`src/rtl/riscv_mem_arbiter.sv`:
```
// Arbitrates one single-port memory between fetch and load/store, with per-side result buffers and an access watchdog.
// Define RISCV_ARB_FAIR_EN for round-robin grant when both sides are pending.
module riscv_mem_arbiter #(
  parameter int ADDR_W   = 32,
  parameter int DATA_W   = 32,
  parameter int MAX_WAIT = 15
) (
  input  logic              clk,
  input  logic              rst_n,
  input  logic              inst_ce_i,
  input  logic [ADDR_W-1:0] inst_addr_i,
  input  logic              inst_adv_i,
  output logic [DATA_W-1:0] inst_o,
  output logic              inst_stall_o,
  input  logic              data_ce_i,
  input  logic              data_we_i,
  input  logic [ADDR_W-1:0] data_addr_i,
  input  logic [DATA_W-1:0] data_wdata_i,
  input  logic              data_adv_i,
  output logic [DATA_W-1:0] data_rdata_o,
  output logic              data_stall_o,
  output logic              mem_req_o,
  output logic              mem_we_o,
  output logic [ADDR_W-1:0] mem_addr_o,
  output logic [DATA_W-1:0] mem_wdata_o,
  input  logic [DATA_W-1:0] mem_rdata_i,
  input  logic              mem_ack_i,
  output logic              err_o
);

  localparam int CW = (MAX_WAIT < 2) ? 1 : $clog2(MAX_WAIT + 1);
  localparam logic [CW-1:0] CNT_LAST = CW'(MAX_WAIT - 1);

  typedef enum logic [1:0] {IDLE, BUSY_I, BUSY_D} state_t;

  state_t            state;
  logic [CW-1:0]     cnt;
  logic              ibuf_valid;
  logic [ADDR_W-1:0] ibuf_addr;
  logic              dbuf_valid;
  logic [ADDR_W-1:0] dbuf_addr;
  logic              dbuf_we;
  logic              inst_hit;
  logic              data_hit;
  logic              grant_data;
  logic              done;
  logic [DATA_W-1:0] fill_data;

  assign inst_hit     = ibuf_valid && (ibuf_addr == inst_addr_i);
  assign data_hit     = dbuf_valid && (dbuf_addr == data_addr_i) && (dbuf_we == data_we_i);
  assign inst_stall_o = inst_ce_i && !inst_hit;
  assign data_stall_o = data_ce_i && !data_hit;

  // Timeout is the edge where the counter would reach MAX_WAIT; an ack on that cycle still wins.
  assign done      = mem_ack_i || (cnt == CNT_LAST);
  assign fill_data = (mem_ack_i && !mem_we_o) ? mem_rdata_i : '0;

`ifdef RISCV_ARB_FAIR_EN
  logic last_data;
  assign grant_data = data_stall_o && (!inst_stall_o || !last_data);
`else
  assign grant_data = data_stall_o;
`endif

  always_ff @(posedge clk or negedge rst_n) begin
    if (!rst_n) begin
      state        <= IDLE;
      cnt          <= '0;
      mem_req_o    <= 1'b0;
      mem_we_o     <= 1'b0;
      mem_addr_o   <= '0;
      mem_wdata_o  <= '0;
      err_o        <= 1'b0;
      ibuf_valid   <= 1'b0;
      ibuf_addr    <= '0;
      inst_o       <= '0;
      dbuf_valid   <= 1'b0;
      dbuf_addr    <= '0;
      dbuf_we      <= 1'b0;
      data_rdata_o <= '0;
`ifdef RISCV_ARB_FAIR_EN
      last_data    <= 1'b0;
`endif
    end else begin
      if (inst_adv_i && inst_hit) ibuf_valid <= 1'b0;
      if (data_adv_i && data_hit) dbuf_valid <= 1'b0;
      case (state)
        IDLE: begin
          if (grant_data) begin
            mem_addr_o  <= data_addr_i;
            mem_we_o    <= data_we_i;
            mem_wdata_o <= data_wdata_i;
            mem_req_o   <= 1'b1;
            state       <= BUSY_D;
`ifdef RISCV_ARB_FAIR_EN
            last_data   <= 1'b1;
`endif
          end else if (inst_stall_o) begin
            mem_addr_o  <= inst_addr_i;
            mem_we_o    <= 1'b0;
            mem_req_o   <= 1'b1;
            state       <= BUSY_I;
`ifdef RISCV_ARB_FAIR_EN
            last_data   <= 1'b0;
`endif
          end
        end
        default: begin
          if (done) begin
            if (!mem_ack_i) err_o <= 1'b1;
            if (state == BUSY_I) begin
              ibuf_valid <= 1'b1;
              ibuf_addr  <= mem_addr_o;
              inst_o     <= fill_data;
            end else begin
              dbuf_valid   <= 1'b1;
              dbuf_addr    <= mem_addr_o;
              dbuf_we      <= mem_we_o;
              data_rdata_o <= fill_data;
            end
            mem_req_o <= 1'b0;
            cnt       <= '0;
            state     <= IDLE;
          end else begin
            cnt <= cnt + 1'b1;
          end
        end
      endcase
    end
  end

endmodule

```
`config.mk`:
```
export PLATFORM = sky130hd
export DESIGN_NAME = riscv_mem_arbiter
export DESIGN_NICKNAME = d
export VERILOG_FILES = /design/src/rtl/riscv_mem_arbiter.sv
export SDC_FILE = /design/constraint.sdc
export NUM_CORES = 1
export LEC_CHECK = 0
export BUFFER_PORTS_ARGS = -buffer_cell sky130_fd_sc_hd__buf_2
export CAP_MARGIN = 25
export CORE_MARGIN = 2
export CORE_UTILIZATION = 25
export DETAILED_ROUTE_END_ITERATION = 10
export PLACE_DENSITY = 0.42
export RECOVER_POWER = 25
export SLEW_MARGIN = 10
export SYNTH_ARGS = -nofsm -noshare
export SYNTH_HDL_FRONTEND = slang
export SYNTH_SLANG_ARGS = --single-unit
```
`constraint.sdc`:
```
create_clock -name clk -period 2.85 [get_ports clk]
set_input_delay 0.1425 -clock clk [delete_from_list [all_inputs] [get_ports clk]]
set_output_delay 0.1425 -clock clk [all_outputs]
set_load 0.02 [all_outputs]
```
# Yosys cells after proc, flatten, opt, wreduce, memory -nomap -nowiden
# Cells that the tools add are included.
# W data, S select, Z words.
[op_classes]
add_sub_neg = 1
eq_ne = 6
mux = 22
bitwise = 3
n_reduce_logical = 21
[ops]
columns = ["op", "n"]
rows = [
  ["$mux W32", 3],
  ["$eq A32 B32 Y1", 2],
  ["$mux W1", 14],
  ["$reduce_and A3 Y1", 3],
  ["$logic_and A1 B1 Y1", 8],
  ["$mux W2", 4],
  ["$reduce_and A2 Y1", 3],
  ["$add A4 B1 Y4 const B", 1],
  ["$eq A4 B4 Y1 const B", 1],
  ["$mux W4", 1],
  ["$reduce_bool A2 Y1", 2],
  ["$logic_not A1 Y1", 3],
  ["$ne A3 B3 Y1 const B", 1],
  ["$not A1 Y1", 3],
  ["$eq A2 B1 Y1 const B", 1],
  ["$logic_not A2 Y1", 1],
  ["$eq A1 B1 Y1", 1],
  ["$logic_or A1 B1 Y1", 1],
]
[totals]
ff_bits = 204
inputBits = 136
out_inout_bits = 133
elab_cells = 67

# Logic depth before layout (Yosys ltp)
# Gate-level depths: netlist of run 1.
[depth]
depth_word = 8
depth_mapped = 9
ltp_nobuf = 6

# Worst setup path after synthesis of run 1
# No wires, ideal clock.
[synth_path]
kind = "reg2reg"
startpoint = "reg dbuf_addr[18]"
endpoint = "reg mem_addr_o[22]"
setup_ps = 133
arrival_time_ps = 1974
t_required_ps = 2717
path_slack_ps = 743
path_stages_with_launch = 8
n_path_buf = 1
period_less_slack_ps = 2107
path_cell_list = "dfrtp_1 -> xor2_1 -> nor4_1 -> nand4_1 -> o31ai_4 -> nor3b_2 -> buf_2 -> a221oi_1"
[synth_between]
elab_chain_len = 7
[synth_rtl]
columns = ["item", "line", "text"]
rows = [
  ["start: declaration", "41", "logic [ADDR_W-1:0] dbuf_addr;"],
  ["start signal: assignment", "117", "dbuf_addr <= mem_addr_o;"],
  ["$eq A32 B32 Y1 *", "50", "assign data_hit = dbuf_valid && (dbuf_addr == data_addr_i) && (dbuf_we == data_we_i);"],
  ["$logic_and A1 B1 Y1 * (2 in a row)", "50", ""],
  ["$logic_not A1 Y1 *", "52", "assign data_stall_o = data_ce_i && !data_hit;"],
  ["$logic_and A1 B1 Y1 *", "52", ""],
  ["$reduce_bool A2 Y1 (no source line)", "-", ""],
  ["$reduce_and A2 Y1 (no source line)", "-", ""],
  ["end signal: assignment", "90", "mem_addr_o <= data_addr_i;"],
  ["end signal: assignment", "99", "mem_addr_o <= inst_addr_i;"],
  ["end: declaration", "24", "output logic [ADDR_W-1:0] mem_addr_o,"],
]
# Every way passes the cells marked *; elsewhere a longest branch is shown, timed or not.
# A chain may end at the register's enable or synchronous reset.

# Worst setup path in the final report of run 1
[layout_path]
startpoint = "reg dbuf_addr[18]"
endpoint = "out data_stall_o"
[layout_between]
elab_chain_len = 5
[layout_rtl]
columns = ["item", "line", "text"]
rows = [
  ["$eq A32 B32 Y1", "50", ""],
  ["$logic_and A1 B1 Y1 (2 in a row)", "50", ""],
  ["$logic_not A1 Y1", "52", ""],
  ["$logic_and A1 B1 Y1", "52", ""],
  ["end: declaration", "21", "output logic data_stall_o,"],
]
# No other way between the ends.

==> results of run 1 <==
[path summary, 6_finish.rpt]
check | startpoint | endpoint | slack (ns) | cells after the start
min in group asynchronous | rst_n | mem_addr_o[19]$_DFFE_PN0P_ | 0.69 | 2
setup reg to reg | dbuf_addr[18]$_DFFE_PN0P_ | mem_addr_o[30]$_DFFE_PN0P_ | 0.42 | 9
max in group asynchronous | rst_n | data_rdata_o[10]$_DFFE_PN0P_ | 0.48 | 3
setup / recovery | dbuf_addr[18]$_DFFE_PN0P_ | data_stall_o | 0.24 | 8
hold reg to reg | inst_o[23]$_DFFE_PN0P_ | inst_o[23]$_DFFE_PN0P_ | 0.47 | 2
hold / removal | data_addr_i[22] | mem_addr_o[22]$_DFFE_PN0P_ | 0.03 | 3
[routing by layer]
layer	GRT usage [%]	routed length [µm]	share of wire (%)
met2	26.6	13400	46
met5	0	13	0.045
met1	21.6	12900	44
met4	3.10	429	1.5
met3	4.67	2310	8.0
[worst min-delay path, delay by kind of cell]
kind                   cells  cell delay [ns]
AOI/OAI and AO/OA          1             0.06
buffers and inverters      1             0.11
and+or+nand+nor            1             0.17
[cell families (layout without fill, tap and decap cells)]
family / Yosys count / count (layout) / synth area share, %
fa+ha+maj: 2 / 2 / 0.292
flops: 204 / 204 / 59.5
xor+xnor: 65 / 65 / 6.63
compound gates: 177 / 177 / 12.3
buf+inv: 118 / 507 / 5.31
mux: 34 / 34 / 4.45
simple gates: 233 / 233 / 11.6
other cells: 0 / 1 / 0
[metrics by stage]
stage | area, µm² | util (%)
after floorplan | 8580 | -
after global placement | 10600 | 31.4
after detailed placement | 10600 | 31.4
after CTS | 12400 | 36.9
after global routing | 12400 | 36.8
final | 12400 | 36.8
[report_power, final]
part / internal (µW) / switching (µW) / total (µW)
Combinational: 1530 / 2610 / 4140
Clock: 1940 / 1220 / 3150
Sequential: 4050 / 686 / 4740
[state kept, by name (all words and copies together) (netlist names), 2 cells and up]
register,flops
mem_wdata_o,32
inst_o,32
mem_addr_o,32
dbuf_addr,32
state,2
cnt,4
ibuf_addr,32
data_rdata_o,32
[area by class of cell]
cell class                      instances  area, µm²  area share, %
Inverter                               70        263           2.12
Clock buffer                           41        778           6.27
Clock inverter                          2       35.0          0.282
Multi-Input combinational cell        511       3050           24.6
Timing Repair Buffer                  394       2610           21.1
Tap cell                              448        561           4.52
Sequential cell                       204       5100           41.1
Antenna cell                            1       2.50         0.0202
[placed cells by master (no fill, tap or decap), drive strengths merged, types with 2 or more instances in the layout]
master / instances
buf: 288
dfrtp: 204
nand2: 167
o21ai: 133
dlygate4sd3: 102
inv: 70
xor2: 63
clkbuf: 45
nor3: 35
mux2: 33
a221oi: 32
nor4: 15
nand3: 7
o31ai: 3
nand4: 2
xnor2: 2
a21o: 2
ha: 2
nor2b: 2
nor2: 2
[timing repair]
item,in CTS,in global routing
resized for setup,1,1
hold buffers,102,0
pin swaps,1,1
buffers inserted,0,1
endpoints found under the hold margin,197,0
endpoints found under the setup margin,1,1
gates cloned,0,0
==> reports/results.ini, run 1 <==
[pwr]
peakVddDrop_uv = 375
p_leak_uw = 0.00612
power_density_nw_per_um2 = 969
total_power_uw = 12000

[clocking]
cts.reportedPaths.clkPinSlew_ns = 0.06
cts_tree = done
cts.path.max_buffers = 3
h-tree-depth = 1
cts.sinks = 204
cts-root-buf = clkbuf_16
cts_buffers = 26
insertion_delay_ns = 0.52

[floorplanning]
initial_core_util_pct = 25.5
die_height_um = 189
ios = 269
dieWidth_um = 189
core_area_um2 = 33700
std_cell_rows = 67
die-area_um2 = 35800

[yosys]
synth_cell_type_count = 33
synth_nets = 971
ys_seq_area_share_pct = 59.5
netlist_top_cells_count = dfrtp_1 (204), nand2_1 (167), o21ai_0 (133)
ys_async_sr_fraction_pct = 100
ys_warn_count = 0
synth_seq_cells = 204
synth_area_leaders = dfrtp_1 (59%), o21ai_0 (7.8%), nand2_1 (7.3%)
synth_top_area_cell = dfrtp_1
syn_inst = 833
synth_flop_cell = dfrtp_1
syn_avg_cell_area_um2 = 10.3
synthDominantCellAreaShare_pct = 59.5
synth_most_common_cell = dfrtp_1
synth_area_um2 = 8580
synth_edf_count = 0

[critical_path]
critical_path.top_delay_family = buffers and inverters
worstPathArrival_ns = 2.47
worst_path_largest_cell_delay_ns = 0.38
cp_common_cell = buf_4
cp_max_fo = 9
slowest_stage = dfrtp_1
setup.worst_path.end_class = output pin
cp_num_buf_inv = 4
crit_type = reg2out
start_kind = flop
worstPathRequired_ns = 2.71
path_cells = xor2_1 > nor4_1 > buf_4 > nand4_1 > o31ai_4 > buf_4 > inv_1 > buf_2

[timing]
setup_violations = 0
rsz0062_at_grt = false
worstMarginPinSlew_ns = 1.93
setup_tns_ns = 0
period_minus_slack_ns = 2.61
drv_slew = 71
layout_setup_ws_ns = 0.239
holdWs_ns = 0.0267
fin_crit_sh_pct = 91.6
max-slew-margin-rel_pct = -28.3
fmax_mhz = 383
hold_viol = 0
final.setup_skew_ns = 0.00797

[routing]
vias = 7199
drt_iter0_markers = 318
routed_wl_um = 29000
antenna_left = 0
firstDrtPassIters = 4
drc = 0
drt-wirelength-per-cell_um = 17.4
via_per_inst = 4.31

[worst_hold_path]
hp-class = in2reg

[global_route]
antenna_found_initial = 2
grt_pass1_wl_um = 45400
grt_overflow_total = 0
grt_use_total_pct = 16.3
grt_max_degree = 71
first_global_vias = 7669

[final_layout]
final_nets = 1345
final_cells = 1671
drive_gt1_share_pct = 30.1
n_fill_cell = 3518
area_delta_synth_final_pct = 44.6

[outcome]
status = complete, but fails checks
violations = max-capacitance violations, max-slew violations

[placement]
dp_slack_ns = 0.213
gp_congestion = 0.749
dp_hpwl_um = 20600
portBuffers = 268
placed_cells = 1524

[job]
max_cap_viol_count = 1

Note: power is estimated with default switching activity, not from simulation.
==> inputs of run 2 (changes only) <==
--- a/config.mk
+++ b/config.mk
@@ -11,7 +11,6 @@
 export CORE_UTILIZATION = 25
 export DETAILED_ROUTE_END_ITERATION = 10
 export PLACE_DENSITY = 0.42
-export RECOVER_POWER = 25
 export SLEW_MARGIN = 10
 export SYNTH_ARGS = -nofsm -noshare
 export SYNTH_HDL_FRONTEND = slang
==> reports/results.ini, run 2 (synthesis results as in run 1) <==
[timing]
setup_violations = 0  ; unchanged
drv_slew = 0  ; was 71
fmax_mhz = 384  ; was 383 MHz
setup_tns_ns = 0  ; unchanged
max-slew-margin-rel_pct = 56.2  ; was -28.3%
layout_setup_ws_ns = 0.243  ; was 0.239 ns
worstMarginPinSlew_ns = 0.657  ; was 1.93 ns
fin_crit_sh_pct = 91.5  ; was 91.6%
rsz0062_at_grt = false  ; unchanged
hold_viol = 0  ; unchanged
final.setup_skew_ns = 0.00792  ; was 0.00797 ns
period_minus_slack_ns = 2.61  ; about the same

[worst_hold_path]
holdPathStages = 3  ; unchanged
hp-class = in2reg  ; unchanged
hp-start = data_addr_i[22]  ; unchanged
hold_end = mem_addr_o[22]$_DFFE_PN0P_  ; unchanged

[critical_path]
worstPathRequired_ns = 2.71  ; about the same
start_kind = flop  ; unchanged
setup.worst_path.end_class = output pin  ; unchanged
rr_startpoint = dbuf_addr[18]$_DFFE_PN0P_  ; unchanged
cp-startpoint = dbuf_addr[18]$_DFFE_PN0P_  ; unchanged
crit_type = reg2out  ; unchanged
rr_worst_depth = 9  ; unchanged
cp_max_fo = 9  ; unchanged
worstPathArrival_ns = 2.46  ; was 2.47 ns
timing.rr.end = mem_addr_o[30]$_DFFE_PN0P_  ; unchanged
reg2reg_slack_ns = 0.42  ; about the same

[pwr]
p_sw_uw = 4520  ; was 4510 µW
power_density_nw_per_um2 = 967  ; was 969 nW/µm²
p_clk_share_pct = 26.2  ; about the same
seq_power_share_pct = 39.3  ; was 39.4%
peakVddDrop_uv = 375  ; about the same
p_leak_uw = 0.00613  ; was 0.00612 µW
comb_power_share_pct = 34.4  ; about the same
p_sw_share_pct = 37.5  ; about the same
intPower_uw = 7520  ; about the same

[clocking]
cts_buffers = 26  ; unchanged
cts_tree = done  ; unchanged
h-tree-depth = 1  ; unchanged
cts.sinks = 204  ; unchanged
cts.reportedPaths.clkPinSlew_ns = 0.06  ; about the same
insertion_delay_ns = 0.52  ; about the same
cts.path.max_buffers = 3  ; unchanged
cts-root-buf = clkbuf_16  ; unchanged

[global_route]
first_global_vias = 7669  ; unchanged
grt_overflow_total = 0  ; unchanged
grt_use_total_pct = 16.3  ; unchanged
grt_pass1_wl_um = 45400  ; unchanged
grt_max_degree = 71  ; unchanged
antenna_found_initial = 2  ; unchanged

[routing]
drt_iter0_markers = 299  ; was 318
vias = 7201  ; was 7,199
drc = 0  ; unchanged
routed_wl_um = 29100  ; was 29,000 µm
firstDrtPassIters = 4  ; unchanged
drt-wirelength-per-cell_um = 17.4  ; about the same
via_per_inst = 4.31  ; about the same
antenna_left = 0  ; unchanged

[floorplanning]
die_height_um = 189  ; unchanged
ios = 269  ; unchanged
dieWidth_um = 189  ; unchanged
die-area_um2 = 35800  ; unchanged
initial_core_util_pct = 25.5  ; unchanged
std_cell_rows = 67  ; unchanged
core_area_um2 = 33700  ; unchanged

[final_layout]
final_common_cell = buf_2  ; unchanged
n_fill_cell = 3511  ; was 3,518
final_nets = 1345  ; unchanged
layout_common_cells = buf_2 (267), dfrtp_1 (204), nand2_1 (166)  ; unchanged
drive_gt1_share_pct = 30.2  ; was 30.1%
area_delta_synth_final_pct = 45.1  ; was 44.6%

[placement]
dp_hpwl_um = 20600  ; unchanged
portBuffers = 268  ; unchanged
gp_congestion = 0.749  ; unchanged
dp_slack_ns = 0.213  ; unchanged

[job]
max_cap_viol_count = 0  ; was 1

[outcome]
status = completed  ; was complete, but fails checks

==> run 2: cell types whose count changed in the layout (fill, tap and decap cells not counted) <==
cell / previous run / this run
clkbuf_2: 1 / 0
clkbuf_4: 2 / 0
clkbuf_8: 5 / 6
clkbuf_1: 10 / 9
buf_4: 15 / 16
buf_12: 6 / 8
==> run 2: stage by stage <==
| stage | utilization (%) | total power, µW | hold WS [ns] | std cells | area (µm²) |
|---|---|---|---|---|---|
| after global placement | 31.4 | 8840 | 0.229 | 1523 | 10600 |
| after detailed placement | 31.4 | 8890 | 0.220 | 1524 | 10600 |
| after global routing | 36.9 | 12900 | 0.0238 | 1671 | 12400 |
| after floorplan | - | 7130 | -0.153 | 833 | 8580 |
| final | 36.9 | 12000 | 0.0262 | 1671 | 12400 |
| after CTS | 36.9 | 12300 | 0.00710 | 1669 | 12400 |
==> run 2: worst max path at each step <==
stage | slack (ns) | cells after the start | end
2_1_floorplan | 0.74 | 7 | mem_addr_o[22]$_DFFE_PN0P_
3_3_place_gp | 0.23 | 7 | mem_addr_o[29]$_DFFE_PN0P_
5_1_grt | 0.06 | 7 | data_stall_o
4_1_cts | 0.01 | 7 | data_stall_o
3_5_place_dp | 0.21 | 7 | mem_wdata_o[31]$_DFFE_PN0P_
6_report | 0.24 | 8 | data_stall_o
==> run 2: cell type report <==
class                           count  area [µm²]  share of cell area, %
Multi-Input combinational cell    511        3050                   24.5
Sequential cell                   204        5100                   41.0
Antenna cell                        1        2.50                 0.0201
Tap cell                          448         561                   4.50
Clock inverter                      2        35.0                  0.281
Clock buffer                       41         778                   6.25
Inverter                           70         263                   2.11
Timing Repair Buffer              394        2650                   21.3
==> run 2: critical path: stages (launching register included) <==
cell     delay, ns
dfrtp_1       0.38
xor2_1        0.16
nor4_1        0.34
buf_4         0.17
nand4_1       0.15
o31ai_4       0.30
buf_4         0.23
inv_1         0.06
buf_2         0.15
==> run 2: timing repair <==
item                       4_1_cts  5_1_grt
setup endpoints to repair        1        1
hold endpoints to repair       197        0
resized for setup                1        1
pin swaps                        1        1
hold buffers                   102        0
setup buffers                    0        1
==> run 2: layer usage <==
layer	track usage, %	routed length, µm	vias up
li1	-	-	3549
met1	21.6	13100	3395
met2	26.6	13300	220
met3	4.67	2220	35
met4	3.10	429	2
met5	0	13	-
==> run 2: power groups by stage <==
stage	sequential [µW]	combinational, µW	clock [µW]
2_1_floorplan	5530	1600	0
3_3_place_gp	4760	4080	0
3_5_place_dp	4780	4110	0
4_1_cts	4750	4230	3270
5_1_grt	4910	4600	3400
6_report	4740	4150	3160
==> inputs of run 3 (changes only) <==
--- a/config.mk
+++ b/config.mk
@@ -7,10 +7,12 @@
 export LEC_CHECK = 0
 export BUFFER_PORTS_ARGS = -buffer_cell sky130_fd_sc_hd__buf_2
 export CAP_MARGIN = 25
+export CELL_PAD_IN_SITES_DETAIL_PLACEMENT = 1
+export CELL_PAD_IN_SITES_GLOBAL_PLACEMENT = 1
 export CORE_MARGIN = 2
 export CORE_UTILIZATION = 25
 export DETAILED_ROUTE_END_ITERATION = 10
-export PLACE_DENSITY = 0.42
+export PLACE_DENSITY = 0.53
 export SLEW_MARGIN = 10
 export SYNTH_ARGS = -nofsm -noshare
 export SYNTH_HDL_FRONTEND = slang
==> reports/results.ini, run 3 (synthesis results as in run 1) <==
[final_layout]
final_nets = 1339  ; was 1,345
n_fill_cell = 3913  ; was 3,511
layout_common_cells = buf_2 (267), dfrtp_1 (204), nand2_1 (166)  ; unchanged
area_delta_synth_final_pct = 45.3  ; was 45.1%
final_common_cell = buf_2  ; unchanged
drive_gt1_share_pct = 30.1  ; was 30.2%

[clocking]
cts.reportedPaths.clkPinSlew_ns = 0.06  ; about the same
cts.sinks = 204  ; unchanged
cts_tree = done  ; unchanged
cts.path.max_buffers = 3  ; unchanged
insertion_delay_ns = 0.53  ; was 0.52 ns
h-tree-depth = 1  ; unchanged
cts-root-buf = clkbuf_16  ; unchanged
post_cts_buffers = 0  ; unchanged
cts_buffers = 26  ; unchanged

[timing]
max-slew-margin-rel_pct = 56.6  ; was 56.2%
hold_viol = 0  ; unchanged
fmax_mhz = 373  ; was 384 MHz
layout_setup_ws_ns = 0.172  ; was 0.243 ns
period_minus_slack_ns = 2.68  ; was 2.61 ns
drv_slew = 0  ; unchanged
final.setup_skew_ns = 0.0177  ; was 0.00792 ns
setup_tns_ns = 0  ; unchanged
rsz0062_at_grt = false  ; unchanged
setup_violations = 0  ; unchanged
fin_crit_sh_pct = 94.0  ; was 91.5%
worstMarginPinSlew_ns = 0.652  ; was 0.657 ns

[routing]
drc = 0  ; unchanged
via_per_inst = 4.40  ; was 4.31
drt_iter0_markers = 253  ; was 299
antenna_left = 0  ; unchanged
firstDrtPassIters = 4  ; unchanged
routed_wl_um = 30400  ; was 29,100 µm
vias = 7355  ; was 7,201
drt-wirelength-per-cell_um = 18.2  ; was 17.4 µm

[floorplanning]
initial_core_util_pct = 25.5  ; unchanged
die_height_um = 189  ; unchanged
ios = 269  ; unchanged
dieWidth_um = 189  ; unchanged
die-area_um2 = 35800  ; unchanged
std_cell_rows = 67  ; unchanged
core_area_um2 = 33700  ; unchanged

[placement]
dp_slack_ns = 0.150  ; was 0.213 ns
gp_congestion = 0.733  ; was 0.749
dp_hpwl_um = 21300  ; was 20,600 µm
portBuffers = 268  ; unchanged

[job]
max_cap_viol_count = 0  ; unchanged

[worst_hold_path]
holdPathStages = 3  ; unchanged
hp-class = in2reg  ; unchanged
hold_end = mem_addr_o[31]$_DFFE_PN0P_  ; was mem_addr_o[22]$_DFFE_PN0P_
hp-start = data_addr_i[31]  ; was data_addr_i[22]

[critical_path]
cp_num_buf_inv = 4  ; unchanged
rr_startpoint = dbuf_addr[29]$_DFFE_PN0P_  ; was dbuf_addr[18]$_DFFE_PN0P_
setup.worst_path.end_class = output pin  ; unchanged
critical_path.top_delay_family = buffers and inverters  ; unchanged
cp_max_fo = 35  ; was 9
rr_worst_depth = 8  ; was 9
timing.rr.end = mem_addr_o[22]$_DFFE_PN0P_  ; was mem_addr_o[30]$_DFFE_PN0P_
worst_path_largest_cell_delay_ns = 0.38  ; about the same
path_cells = xor2_1 > buf_4 > nor4_1 > nand3_1 > o31ai_4 > buf_12 > inv_1 > buf_2  ; was xor2_1 > nor4_1 > buf_4 > nand4_1 > o31ai_4 > buf_4 > inv_1 > buf_2
slowest_stage = dfrtp_1  ; unchanged
worstPathRequired_ns = 2.71  ; about the same
crit_type = reg2out  ; unchanged
reg2reg_slack_ns = 0.20  ; was 0.42 ns
worstPathArrival_ns = 2.54  ; was 2.46 ns
start_kind = flop  ; unchanged

[global_route]
grt_pass1_wl_um = 47300  ; was 45,400 µm
antenna_found_initial = 7  ; was 2
grt_overflow_total = 0  ; unchanged
grt_max_degree = 74  ; was 71
grt_use_total_pct = 16.9  ; was 16.3%
first_global_vias = 7948  ; was 7,669

[outcome]
status = completed  ; unchanged

[pwr]
p_leak_uw = 0.00614  ; was 0.00613 µW
peakVddDrop_uv = 534  ; was 375 µV
power_density_nw_per_um2 = 984  ; was 967 nW/µm²

-- run 3: routing by layer --
metal	GRT usage (%)	wire [µm]	vias to the layer above
li1	-	-	3534
met1	22.2	13600	3570
met2	27.5	14000	204
met3	5.06	2170	41
met4	3.73	562	6
met5	0	43	-
-- run 3: what timing repair did --
action / 4_1_cts / 5_1_grt
hold buffers: 102 / 0
cloned: 0 / 0
endpoints found under the setup margin: 1 / 1
endpoints found under the hold margin: 203 / 0
resized for setup: 3 / 3
-- run 3: layout make-up --
| type | instances | area [µm²] | area share, % |
|---|---|---|---|
| diodes | 5 | 12.5 | 0.100 |
| clock inverters | 6 | 80.1 | 0.642 |
| repair buffers | 388 | 2620 | 21.0 |
| multi-input cells | 511 | 3050 | 24.5 |
| flip-flops and latches | 204 | 5100 | 41.0 |
| clock buffers | 39 | 771 | 6.18 |
| well taps | 448 | 561 | 4.50 |
| inverters | 70 | 263 | 2.11 |
-- run 3: worst register-to-register path: stages, from the launching register on --
cell and delay [ns]:
dfrtp_1 0.38, xor2_1 0.15, buf_4 0.13, nor4_1 0.29, nand3_1 0.20, o31ai_4 0.35
nor3b_4 0.62, buf_12 0.27, a221oi_1 0.12
-- run 3: how the worst max path moves through the flow --
stage                              start                          to  slack [ns]  cells past startpoint
6_report       dbuf_addr[29]$_DFFE_PN0P_                data_stall_o        0.17                      8
5_1_grt        dbuf_addr[29]$_DFFE_PN0P_  mem_addr_o[25]$_DFFE_PN0P_        0.01                      8
4_1_cts        dbuf_addr[29]$_DFFE_PN0P_                data_stall_o        0.06                      8
3_5_place_dp    dbuf_addr[7]$_DFFE_PN0P_   mem_addr_o[5]$_DFFE_PN0P_        0.15                      8
3_3_place_gp   dbuf_addr[19]$_DFFE_PN0P_  mem_wdata_o[9]$_DFFE_PN0P_        0.02                      8
2_1_floorplan  dbuf_addr[18]$_DFFE_PN0P_  mem_addr_o[22]$_DFFE_PN0P_        0.74                      7
-- run 3: power breakdown --
part	internal [µW]	switching [µW]	leakage, µW
Combinational	1540	2650	0.00323
Sequential	4050	699	0.00249
Clock	2030	1290	0.000421
Total	7620	4640	0.00614
-- run 3: per-stage QoR --
step                total power, µW  area [µm²]  utilization (%)  hold slack, ns  cells
floorplan                      7130        8580                -          -0.153    833
global placement               8830       10500             31.3           0.229   1519
detailed placement             8940       10600             31.3           0.228   1520
CTS                           12500       12400             36.9        0.000208   1666
global route                  13100       12500             37.0          0.0226   1668
finish                        12300       12500             37.0          0.0198   1671
